--- src/rtl/uart_tx_fifo.sv ---
`default_nettype none
// uart_tx_fifo: buffered 8N1/8E1 UART transmitter fed by a first-word-fall-through FIFO (rev 1.0)
module uart_tx_fifo #(
  parameter int N          = 8,
  parameter int PSCALER    = 625,
  parameter int DIV        = 10,
  parameter int DEPTH_LOG2 = 4
) (
  input  logic                  sysclk,
  input  logic                  rst_n,
  input  logic                  parity_i,
  input  logic                  wr_en_i,
  input  logic [N-1:0]          wr_data_i,
  output logic                  full_o,
  output logic                  empty_o,
  output logic [DEPTH_LOG2:0]   level_o,
  output logic                  tx_o,
  output logic                  busy_o,
  output logic                  tx_end_o
);

  localparam int BIT_CYCLES = PSCALER * DIV;
  localparam int PW         = (BIT_CYCLES > 1) ? $clog2(BIT_CYCLES) : 1;
  localparam int BW         = (N > 1) ? $clog2(N) : 1;
  localparam int DEPTH      = 2 ** DEPTH_LOG2;
  localparam logic [PW-1:0] PS_LAST   = PW'(BIT_CYCLES - 1);
  localparam logic [PW-1:0] PS_PENULT = PW'(BIT_CYCLES - 2);
  localparam logic [BW-1:0] BIT_LAST  = BW'(N - 1);
  localparam logic [DEPTH_LOG2:0] LEVEL_FULL = (DEPTH_LOG2+1)'(DEPTH);
  localparam logic STOP_IS_LAST = (BIT_CYCLES == 1);

  typedef enum logic [2:0] {IDLE, START, DATA, PARITY, STOP} state_t;

  logic [N-1:0]          mem [DEPTH];
  logic [DEPTH_LOG2-1:0] wr_ptr, rd_ptr;
  logic [DEPTH_LOG2:0]   level;
  logic                  push, pop, bit_done;
  logic [N-1:0]          head;

  state_t         state;
  logic [N-1:0]   shreg;
  logic [BW-1:0]  bit_idx;
  logic [PW-1:0]  presc;
  logic           par_en, par_bit;

  assign level_o  = level;
  assign full_o   = (level == LEVEL_FULL);
  assign empty_o  = (level == '0);
  assign head     = mem[rd_ptr];
  assign bit_done = (presc == PS_LAST);
  // A full FIFO rejects writes even when a pop frees a slot in the same cycle.
  assign push     = wr_en_i && !full_o;
  assign pop      = !empty_o && ((state == IDLE) || (state == STOP && bit_done));

  always_ff @(posedge sysclk) begin
    if (push) mem[wr_ptr] <= wr_data_i;
  end

  always_ff @(posedge sysclk or negedge rst_n) begin
    if (!rst_n) begin
      wr_ptr <= '0;
      rd_ptr <= '0;
      level  <= '0;
    end else begin
      if (push) wr_ptr <= wr_ptr + 1'b1;
      if (pop)  rd_ptr <= rd_ptr + 1'b1;
      case ({push, pop})
        2'b10:   level <= level + 1'b1;
        2'b01:   level <= level - 1'b1;
        default: level <= level;
      endcase
    end
  end

  always_ff @(posedge sysclk or negedge rst_n) begin
    if (!rst_n) begin
      state    <= IDLE;
      shreg    <= '0;
      bit_idx  <= '0;
      presc    <= '0;
      par_en   <= 1'b0;
      par_bit  <= 1'b0;
      tx_o     <= 1'b1;
      busy_o   <= 1'b0;
      tx_end_o <= 1'b0;
    end else begin
      tx_end_o <= 1'b0;
      presc    <= bit_done ? '0 : presc + 1'b1;
      case (state)
        IDLE: begin
          presc <= '0;
          if (pop) begin
            state   <= START;
            shreg   <= head;
            par_en  <= parity_i;
            par_bit <= ^head;
            tx_o    <= 1'b0;
            busy_o  <= 1'b1;
          end
        end
        START: begin
          if (bit_done) begin
            state   <= DATA;
            tx_o    <= shreg[0];
            shreg   <= shreg >> 1;
            bit_idx <= '0;
          end
        end
        DATA: begin
          if (bit_done) begin
            if (bit_idx == BIT_LAST) begin
              if (par_en) begin
                state <= PARITY;
                tx_o  <= par_bit;
              end else begin
                state    <= STOP;
                tx_o     <= 1'b1;
                tx_end_o <= STOP_IS_LAST;
              end
            end else begin
              bit_idx <= bit_idx + 1'b1;
              tx_o    <= shreg[0];
              shreg   <= shreg >> 1;
            end
          end
        end
        PARITY: begin
          if (bit_done) begin
            state    <= STOP;
            tx_o     <= 1'b1;
            tx_end_o <= STOP_IS_LAST;
          end
        end
        STOP: begin
          if (bit_done) begin
            if (pop) begin
              // Next frame starts straight away, no idle gap on the line.
              state   <= START;
              shreg   <= head;
              par_en  <= parity_i;
              par_bit <= ^head;
              tx_o    <= 1'b0;
            end else begin
              state  <= IDLE;
              busy_o <= 1'b0;
            end
          end else if (presc == PS_PENULT) begin
            tx_end_o <= 1'b1;
          end
        end
        default: begin
          state  <= IDLE;
          tx_o   <= 1'b1;
          busy_o <= 1'b0;
        end
      endcase
    end
  end

endmodule
`default_nettype wire

--- config.mk ---
export PLATFORM = sky130hd
export DESIGN_NAME = uart_tx_fifo
export DESIGN_NICKNAME = d
export VERILOG_FILES = /design/src/rtl/uart_tx_fifo.sv
export SDC_FILE = /design/constraint.sdc
export NUM_CORES = 1
export LEC_CHECK = 0
export BUFFER_PORTS_ARGS = -buffer_cell sky130_fd_sc_hd__buf_2
export CORE_MARGIN = 3
export CORE_UTILIZATION = 40
export CTS_BUF_LIST = sky130_fd_sc_hd__clkbuf_4
export DETAILED_ROUTE_END_ITERATION = 8
export PLACE_DENSITY = 0.59
export SLEW_MARGIN = 20
export SYNTH_ARGS = -nofsm -noshare
export SYNTH_HDL_FRONTEND = slang
export SYNTH_SLANG_ARGS = --single-unit
--- constraint.sdc ---
create_clock -name sysclk -period 3.4 [get_ports sysclk]
set_input_delay 0.51 -clock sysclk [delete_from_list [all_inputs] [get_ports sysclk]]
set_output_delay 0.51 -clock sysclk [all_outputs]
set_load 0.02 [all_outputs]
**Yosys cells after proc, flatten, opt, wreduce, memory -nomap -nowiden**

Memory sizes are Yosys's and may differ from the RTL's.
Index checks and enable logic that the tools add are counted.

- Flip-flop bits (word level): 45
- ROM bits: 0
- Input port bits: 12
- Memories kept: 1
- Output and inout bits: 10
- RAM bits: 128
- Word-level logic and storage cells: 103
- Latch bits: 0

- Equality and inequality tests: 18
- Order comparisons: 0
- $add $sub $neg: 6
- Reductions and logical operators: 20
- Bitwise operators: 1
- Shifts and indexed selects: 0
- Multipliers: 0
- Div/mod/pow operators: 0
- Mux-type cells: 45

Memories:

| memory | words | width | rd ports | clocked after memory_dff | write ports | line | RTL |
|---|---|---|---|---|---|---|---|
| mem | 16 | 8 | 1 | 0 | 1 | 34 | `logic [N-1:0] mem [DEPTH];` |

Operators with widths:

| cell | number |
|---|---|
| $mux W8 | 5 |
| $pmux W8 S4 | 1 |
| $mux W3 | 10 |
| $eq A13 B13 Y1 const B | 2 |
| $mux W13 | 2 |
| $mux W1 | 20 |
| $ne A2 B2 Y1 const B | 8 |
| $pmux W3 S5 | 1 |
| $add A13 B1 Y13 const B | 1 |
| $reduce_and A4 Y1 | 3 |
| $pmux W5 S2 | 1 |
| $add A4 B1 Y4 const B | 2 |
| $reduce_xor A8 Y1 | 1 |
| $eq A3 B2 Y1 const B | 2 |
| $eq A3 B3 Y1 const B | 2 |
| $pmux W3 S2 | 1 |
| $reduce_and A6 Y1 | 1 |
| $reduce_bool A2 Y1 | 3 |
| $add A5 B1 Y5 const B | 1 |
| $eq A5 B5 Y1 const B | 1 |
| $logic_not A5 Y1 | 1 |
| $pmux W1 S5 | 1 |
| $reduce_and A5 Y1 | 1 |
| $sub A5 B1 Y5 const B | 1 |
| other kinds (14) | 18 |

**Logic depth before layout (Yosys ltp)**

Gate-level depths: netlist of run 1.

- Depth after elaboration: 7
- Gate-level depth with buffers: 16
- Mapped depth without buffers: 14

**Least setup slack after synthesis of run 1**

No wires, ideal clock.

- Path kind: register -> register
- From: reg presc[2]
- To: reg level[4] (netlist: level_o[4])
- Stages on the path, launching flop included: 17
- Arrival time: 2.975 ns
- Path buffers: 2
- Clock period less this slack: 3.107 ns
- Data required time: 3.268 ns
- Slack: 0.293 ns
- Setup time: 0.132 ns
- Cell sequence: dfrtp_1 nor4bb_1 and4bb_2 nand2_1 buf_4 a21oi_1 clkbuf_1 ha_1 xor2_1 ha_1 nor2_1 a22oi_1 nor2_1 a21oi_1 o22a_1 nor2_1 xor2_1

- Longest elaborated chain between the ends: 6
- Elaborated cells on any way between the ends: 8
- Those cells by class: 3 x eq/ne; 1 x mux; 4 x reduce/logical

Ends and longest elaborated chain:

| item | line | RTL |
|---|---|---|
| from (decl) | 43 | `logic [PW-1:0] presc;` |
| from (signal assigned) | 88 | `presc <= bit_done ? '0 : presc + 1'b1;` |
| $eq A13 B13 Y1 (*) | 50 | `assign bit_done = (presc == PS_LAST);` |
| $logic_and A1 B1 Y1 (*) | 53 | `assign pop = !empty_o && ((state == IDLE) \|\| (state == STOP && bit_done));` |
| $logic_or A1 B1 Y1 (*) | 53 |  |
| $logic_and A1 B1 Y1 (*) | 53 |  |
| via pop | 37 | `logic push, pop, bit_done;` |
| $eq A2 B1 Y1 / $eq A2 B2 Y1 (equally long branches) | 67 | `case ({push, pop})` |
| $pmux W5 S2 / $reduce_bool A2 Y1 (equally long branches) | n/a |  |
| to (signal assigned) | 68 | `2'b10: level <= level + 1'b1;` |
| to (signal assigned) | 69 | `2'b01: level <= level - 1'b1;` |
| to (signal assigned) | 70 | `default: level <= level;` |
| to (decl) | 36 | `logic [DEPTH_LOG2:0] level;` |

The timed path passes the listed nets; every way through them passes the cells marked *.
A chain may end at the register's enable or synchronous reset.

**Final worst setup path of run 1**

- From: reg rd_ptr[0]
- To: reg par_bit

- Longest elaborated chain between the ends: 5

Ends and longest elaborated chain:

| item | line | RTL |
|---|---|---|
| from (decl) | 35 | `logic [DEPTH_LOG2-1:0] wr_ptr, rd_ptr;` |
| from (signal assigned) | 66 | `if (pop) rd_ptr <= rd_ptr + 1'b1;` |
| $mem_v2 Z16 W8 (*) | n/a |  |
| $reduce_xor A8 Y1 (*) | 96, 141 |  |
| $mux W1 (*) | 92, 136 |  |
| $mux W1 | 135 | `if (bit_done) begin` |
| $pmux W1 S2 (*) | 89 | `case (state)` |
| to (signal assigned) | 96 | `par_bit <= ^head;` |
| to (signal assigned) | 141 | `par_bit <= ^head;` |
| to (decl) | 44 | `logic par_en, par_bit;` |

Every way passes the cells marked *; elsewhere a longest branch is shown, timed or not. The select of a mux whose other input is x is not followed.

==> results.yml, run 1 <==
synth:
  synth_edf_count: 128
  ys_ff_latch: 173
  syn-cell-area_sq_um: 7490
  ys.flop_type: "edfxtp_1"
  synthesis.instances: 458
  async_flop_share_pct: 26.0
  syn_avg_cell_area_sq_um: 16.3
  syn-num-nets: 483
  synth_cell_type_count: 50
  synth_warnings: 0
  yosysSeqAreaShare_pct: 66.4
die:
  rows: 49
  fp.dieH_microns: 143
  dieArea_sq_um: 20400
  core_sq_um: 18100
  top_level_ports: 22
  start_util_pct: 41.3
  fp.dieW_microns: 143
worst_setup_path:
  cpMostUsedCell: "buf_4"
  crit_type: "reg2reg"
  cp-start-kind: "flop"
  crit_required_ps: 3860
  critPathArrivalTime_ps: 3400
  worstRegToRegCells: 8
  max_stage_delay_ps: 570
  cp_cell_sequence: "buf_4 -> buf_4 -> mux4_2 -> a22oi_1 -> nand2_1 -> xor2_1 -> xnor3_1 -> mux2_4"
  cp_max_fo: 14
  critical_path.slowest_cell: "mux4_2"
  critPathCaptureType: "flop"
power:
  pwr_density_cell_nw_per_um2: 792
  ir_worst_vdd_uv: 339
  comb_power_share_pct: 38.2
  p_int_mw: 4.21
  p_switching_mw: 2.25
  p_leak_nw: 2.98
  swShare_pct: 34.9
  p_clk_share_pct: 17.5
  p_seq_share_pct: 44.3
global_routing:
  grt_max_degree: 46
  antenna_found_initial: 1
  gr-total-overflow: 0
  grt_pass1_vias: 3988
  grtUsageTotal_pct: 14.7
  grt_pass1_wl_microns: 22600
timing:
  setup_violations: 0
  fin_crit_sh_pct: 86.6
  fin_tns_setup_ps: 0
  clock.fmax_mhz: 340
  fin_hold_ws_ps: 168
  slew_headroom_pct: 38.2
  tightest_slew_ps: 923
  rsz0062_at_grt: "no"
  finalCriticalPeriod_ps: 2950
  finalMaxSlewViolations: 0
  hold_viol_final: 0
  skew_ps: 24.3
detailed_routing:
  vias: 3899
  ant_nets: 0
  drtIter0Drc: 224
  drc: 0
  dr.pass1.iters: 4
  viasPerCell: 5.29
  wl_per_cell_microns: 19.1
  wirelength_microns: 14100
clock_tree:
  htreeDepth: 4
  root_buffer: "clkbuf_4"
  cts_made_buffers: 17
  cts_buffer_depth: 2
  cts.sinks: 173
  postCtsSetupBuffers: 0
  ctsResizeCount: 0
  path_clk_slew_ps: 160
  clock_latency_ps: 560
  cts_tree: "yes"
final_layout:
  stdcell_area_sq_um: 8160
  nets: 519
  area_delta_synth_final_pct: 8.94
  mostFrequentLayoutCell: "edfxtp_1"
  drive_gt1_share_pct: 21.7
  final_util_pct: 44.9
  final_cell_mix: "edfxtp_1 (128), dfrtp_1 (43), nor2_1 (38)"
placed_design:
  place_congestion: 0.815
  placedInstanceArea_sq_um: 7860
  place_hpwl_microns: 9460
  portBuffers: 21
min_path:
  hold_depth: 3
  worstHoldPathType: "in2reg"
status:
  outcome: "completed"
flow_run:
  max-cap-violations: 0
-- sequential cells by signal, indices dropped and copies added (netlist names), 3 cells and up --
register  flops
bit_idx       3
level_o       5
mem         128
presc        13
rd_ptr        4
shreg         8
state         3
wr_ptr        4
-- kinds of logic (layout without fill, tap and decap cells) --
kind of cell | Yosys count | count (layout) | synth area share (%)
multiplexers | 55 | 55 | 14.0
adder cells (fa/ha/maj) | 13 | 13 | 2.17
other | 0 | 1 | 0
XOR/XNOR | 30 | 30 | 3.89
buffers and inverters | 37 | 86 | 2.66
flip-flops | 173 | 173 | 66.4
AND/OR/NAND/NOR | 98 | 98 | 6.20
AO/OA/AOI/OAI | 52 | 52 | 4.63
-- worst max-delay path: cells and delay by family, from the launching register on --
family | cells | cell delay [ps]
buf+inv | 2 | 510
flops | 1 | 560
simple gates | 1 | 140
xor+xnor | 2 | 550
mux | 2 | 830
compound gates | 1 | 250
-- Yosys cell counts, types with 11 or more instances --
library cell | count | area share (%)
clkbuf_1 | 11 | 0.55
xnor2_1 | 12 | 1.4
dfrtp_1 | 44 | 15
inv_1 | 15 | 0.75
edfxtp_1 | 128 | 51
mux2_2 | 14 | 2.1
a21oi_1 | 14 | 0.94
xor2_1 | 15 | 1.8
mux4_1 | 14 | 4.9
nand3_1 | 12 | 0.80
nor2_1 | 38 | 1.9
nand2_1 | 19 | 0.95
mux4_2 | 20 | 6.0
ha_1 | 13 | 2.2
-- per-layer routing --
metal | wire length (microns) | up-vias | GRT usage (%)
li1 | - | 1831 | -
met1 | 6450 | 1988 | 20.3
met2 | 6980 | 70 | 23.5
met3 | 499 | 10 | 3.58
met4 | 136 | 0 | 3.80
met5 | 0 | - | 0
-- area by class of cell --
class                      instances  area (sq um)
multi-input combinational        248          2320
sequential                       173          4970
clock buffer                      17           128
tap                              229           287
antenna                            1          2.50
fill                            1593          9990
clock inverter                    15           149
timing repair buffer              39           245
inverter                          15          56.3
-- power by group through the flow --
stage / logic [mW] / registers [mW] / clock network [mW]
finish: 2.47 / 2.86 / 1.13
detailed placement: 2.51 / 2.91 / 0
floorplan: 2.07 / 2.79 / 0
CTS: 2.52 / 2.86 / 1.17
global route: 2.71 / 2.90 / 1.26
global placement: 2.47 / 2.89 / 0
-- final timing paths --
check	slack, ps	from	to
max reg2reg	450	rd_ptr[0]	par_bit
min reg2reg	520	shreg[5]	shreg[5]
max	450	rd_ptr[0]	par_bit
min	170	parity_i	par_en
min in group asynchronous	470	rst_n	presc[2]
max in group asynchronous	2510	rst_n	bit_idx[1]
-- stage by stage --
stage	setup slack, ps	std cells	power (mW)
2_1_floorplan	293	458	4.86
5_1_grt	253	737	6.86
3_5_place_dp	460	703	5.42
6_report	455	737	6.46
4_1_cts	420	735	6.55
3_3_place_gp	484	703	5.37
-- timing repair --
item | in CTS | in global routing
endpoints found under the hold margin | 0 | 44
hold buffers | 0 | 1
setup endpoints to repair | 0 | 0
No activity file was read; power rests on OpenSTA's default activity.
==> run 2: changes to the inputs <==
Settings changed: CORE_UTILIZATION 40 to 45, PLACE_DENSITY 0.59 to 0.65.
==> results.yml, run 2 (synthesized netlist as in run 1, its figures left out) <==
power:
  p_leak_nw: 2.95
  pwr_density_cell_nw_per_um2: 799
  ir_worst_vdd_uv: 361
worst_setup_path:
  crit_required_ps: 3850
  worstRegToRegCells: 14
  cp_cell_sequence: "nor4_1 -> nand2_1 -> and2_1 -> inv_1 -> ha_1 -> xor2_1 -> ha_1 -> nor2_1 -> a22oi_1 -> nor2_1 -> a21oi_1 -> o22a_1 -> nor2_1 -> xor2_1"
  rrSetupSlack_ps: 540
  cp_num_cells: 14
  max_stage_delay_ps: 470
  cp_num_buf_inv: 1
  critPathCaptureType: "flop"
  cp-start-kind: "flop"
  cp_top_family: "simple AND/OR/NAND/NOR gates"
  cpMostUsedCell: "nor2_1"
  crit_type: "reg2reg"
  critical_path.slowest_cell: "dfrtp_1"
  critPathArrivalTime_ps: 3310
  cp_max_fo: 9
timing:
  rsz0062_at_grt: "no"
  finalWorstSetupSlack_ps: 542
  fin_hold_ws_ps: 182
  finalCriticalPeriod_ps: 2860
  setup_violations: 0
  slew_headroom_pct: 36.7
  fin_tns_setup_ps: 0
  clock.fmax_mhz: 350
  skew_ps: 20.0
  fin_crit_sh_pct: 84.1
  tightest_slew_ps: 945
  hold_viol_final: 0
  finalMaxSlewViolations: 0
min_path:
  hold_depth: 3
  worstHoldPathType: "in2reg"
final_layout:
  final_cell_mix: "edfxtp_1 (128), dfrtp_1 (43), nor2_1 (38)"
  area_delta_synth_final_pct: 8.26
  top_register: "mem"
  drive_gt1_share_pct: 20.4
  seq_area_sq_um: 4970
  final_util_pct: 50.5
  filler_cell_count: 1324
  multi_input_area_sq_um: 2320
  largestRegisters: "mem (128), presc (13), shreg (8)"
  stdcell_area_sq_um: 8100
  largest_reg_flops: 128
  mostFrequentLayoutCell: "edfxtp_1"
  nets: 513
clock_tree:
  root_buffer: "clkbuf_4"
  cts_tree: "yes"
  cts_buffer_depth: 2
  htreeDepth: 4
  cts.sinks: 173
  cts_made_buffers: 17
  path_clk_slew_ps: 130
  clock_latency_ps: 560
  postCtsSetupBuffers: 0
detailed_routing:
  viasPerCell: 5.40
  ant_nets: 0
  wl_per_cell_microns: 19.1
  dr.pass1.iters: 4
  drtIter0Drc: 265
  vias: 3871
  drc: 0
  wirelength_microns: 13700
global_routing:
  gr-total-overflow: 0
  grt_pass1_vias: 3948
  grt_pass1_wl_microns: 21900
  antenna_found_initial: 1
  grtUsageTotal_pct: 16.1
  grt_max_degree: 46
die:
  fp.dieW_microns: 135
  top_level_ports: 22
  start_util_pct: 46.6
  fp.dieH_microns: 135
  core_sq_um: 16100
  rows: 46
  dieArea_sq_um: 18200
status:
  outcome: "completed"
flow_run:
  max-cap-violations: 0
placed_design:
  portBuffers: 21
  post-place-ws_ps: 554
  place_hpwl_microns: 9050
  placedInstanceArea_sq_um: 7820
  place_congestion: 0.792
run 2: tightest hold or removal path, stage by stage:
cell and delay (ps):
buf_2 90, nand2_1 40, o21ai_0 60
run 2: worst paths after layout:
| check | from | end |
|---|---|---|
| worst max-delay path | level_o[0] | level_o[4] |
| worst min-delay path | parity_i | par_en |
| worst max register to register | level_o[0] | level_o[4] |
| worst min register to register | shreg[3] | shreg[3] |
| max in group asynchronous | rst_n | rd_ptr[0] |
| min in group asynchronous | rst_n | presc[3] |
run 2: repair_timing:
item / in CTS / in global routing
resized for setup: 0 / 0
hold buffers: 0 / 1
hold endpoints to repair: 0 / 44
run 2: routing by layer:
layer | vias to the layer above | wire length (microns) | track usage [%]
met5 | - | 0 | 0
met4 | 0 | 116 | 4.54
met3 | 8 | 523 | 4.10
met2 | 67 | 6730 | 25.9
met1 | 1977 | 6300 | 22.2
li1 | 1819 | - | -
run 2: cell type report:
| type | count | share of cell area (%) |
|---|---|---|
| timing repair buffer | 33 | 2.62 |
| tap | 216 | 3.33 |
| inverter | 15 | 0.695 |
| antenna | 1 | 0.0309 |
| sequential | 173 | 61.4 |
| multi-input combinational | 248 | 28.6 |
| clock buffer | 18 | 1.67 |
| clock inverter | 13 | 1.71 |
run 2: where the power goes:
group          internal (mW)  leakage, nW  switching [mW]
registers               2.60         1.72           0.258
clock network          0.444        0.142           0.696
logic                   1.27         1.09            1.21
run 2: through the flow:
stage,power [mW],cells
final,6.48,717
after global routing,6.90,717
after CTS,6.56,715
after detailed placement,5.42,684
after global placement,5.34,684
after floorplan,4.86,458
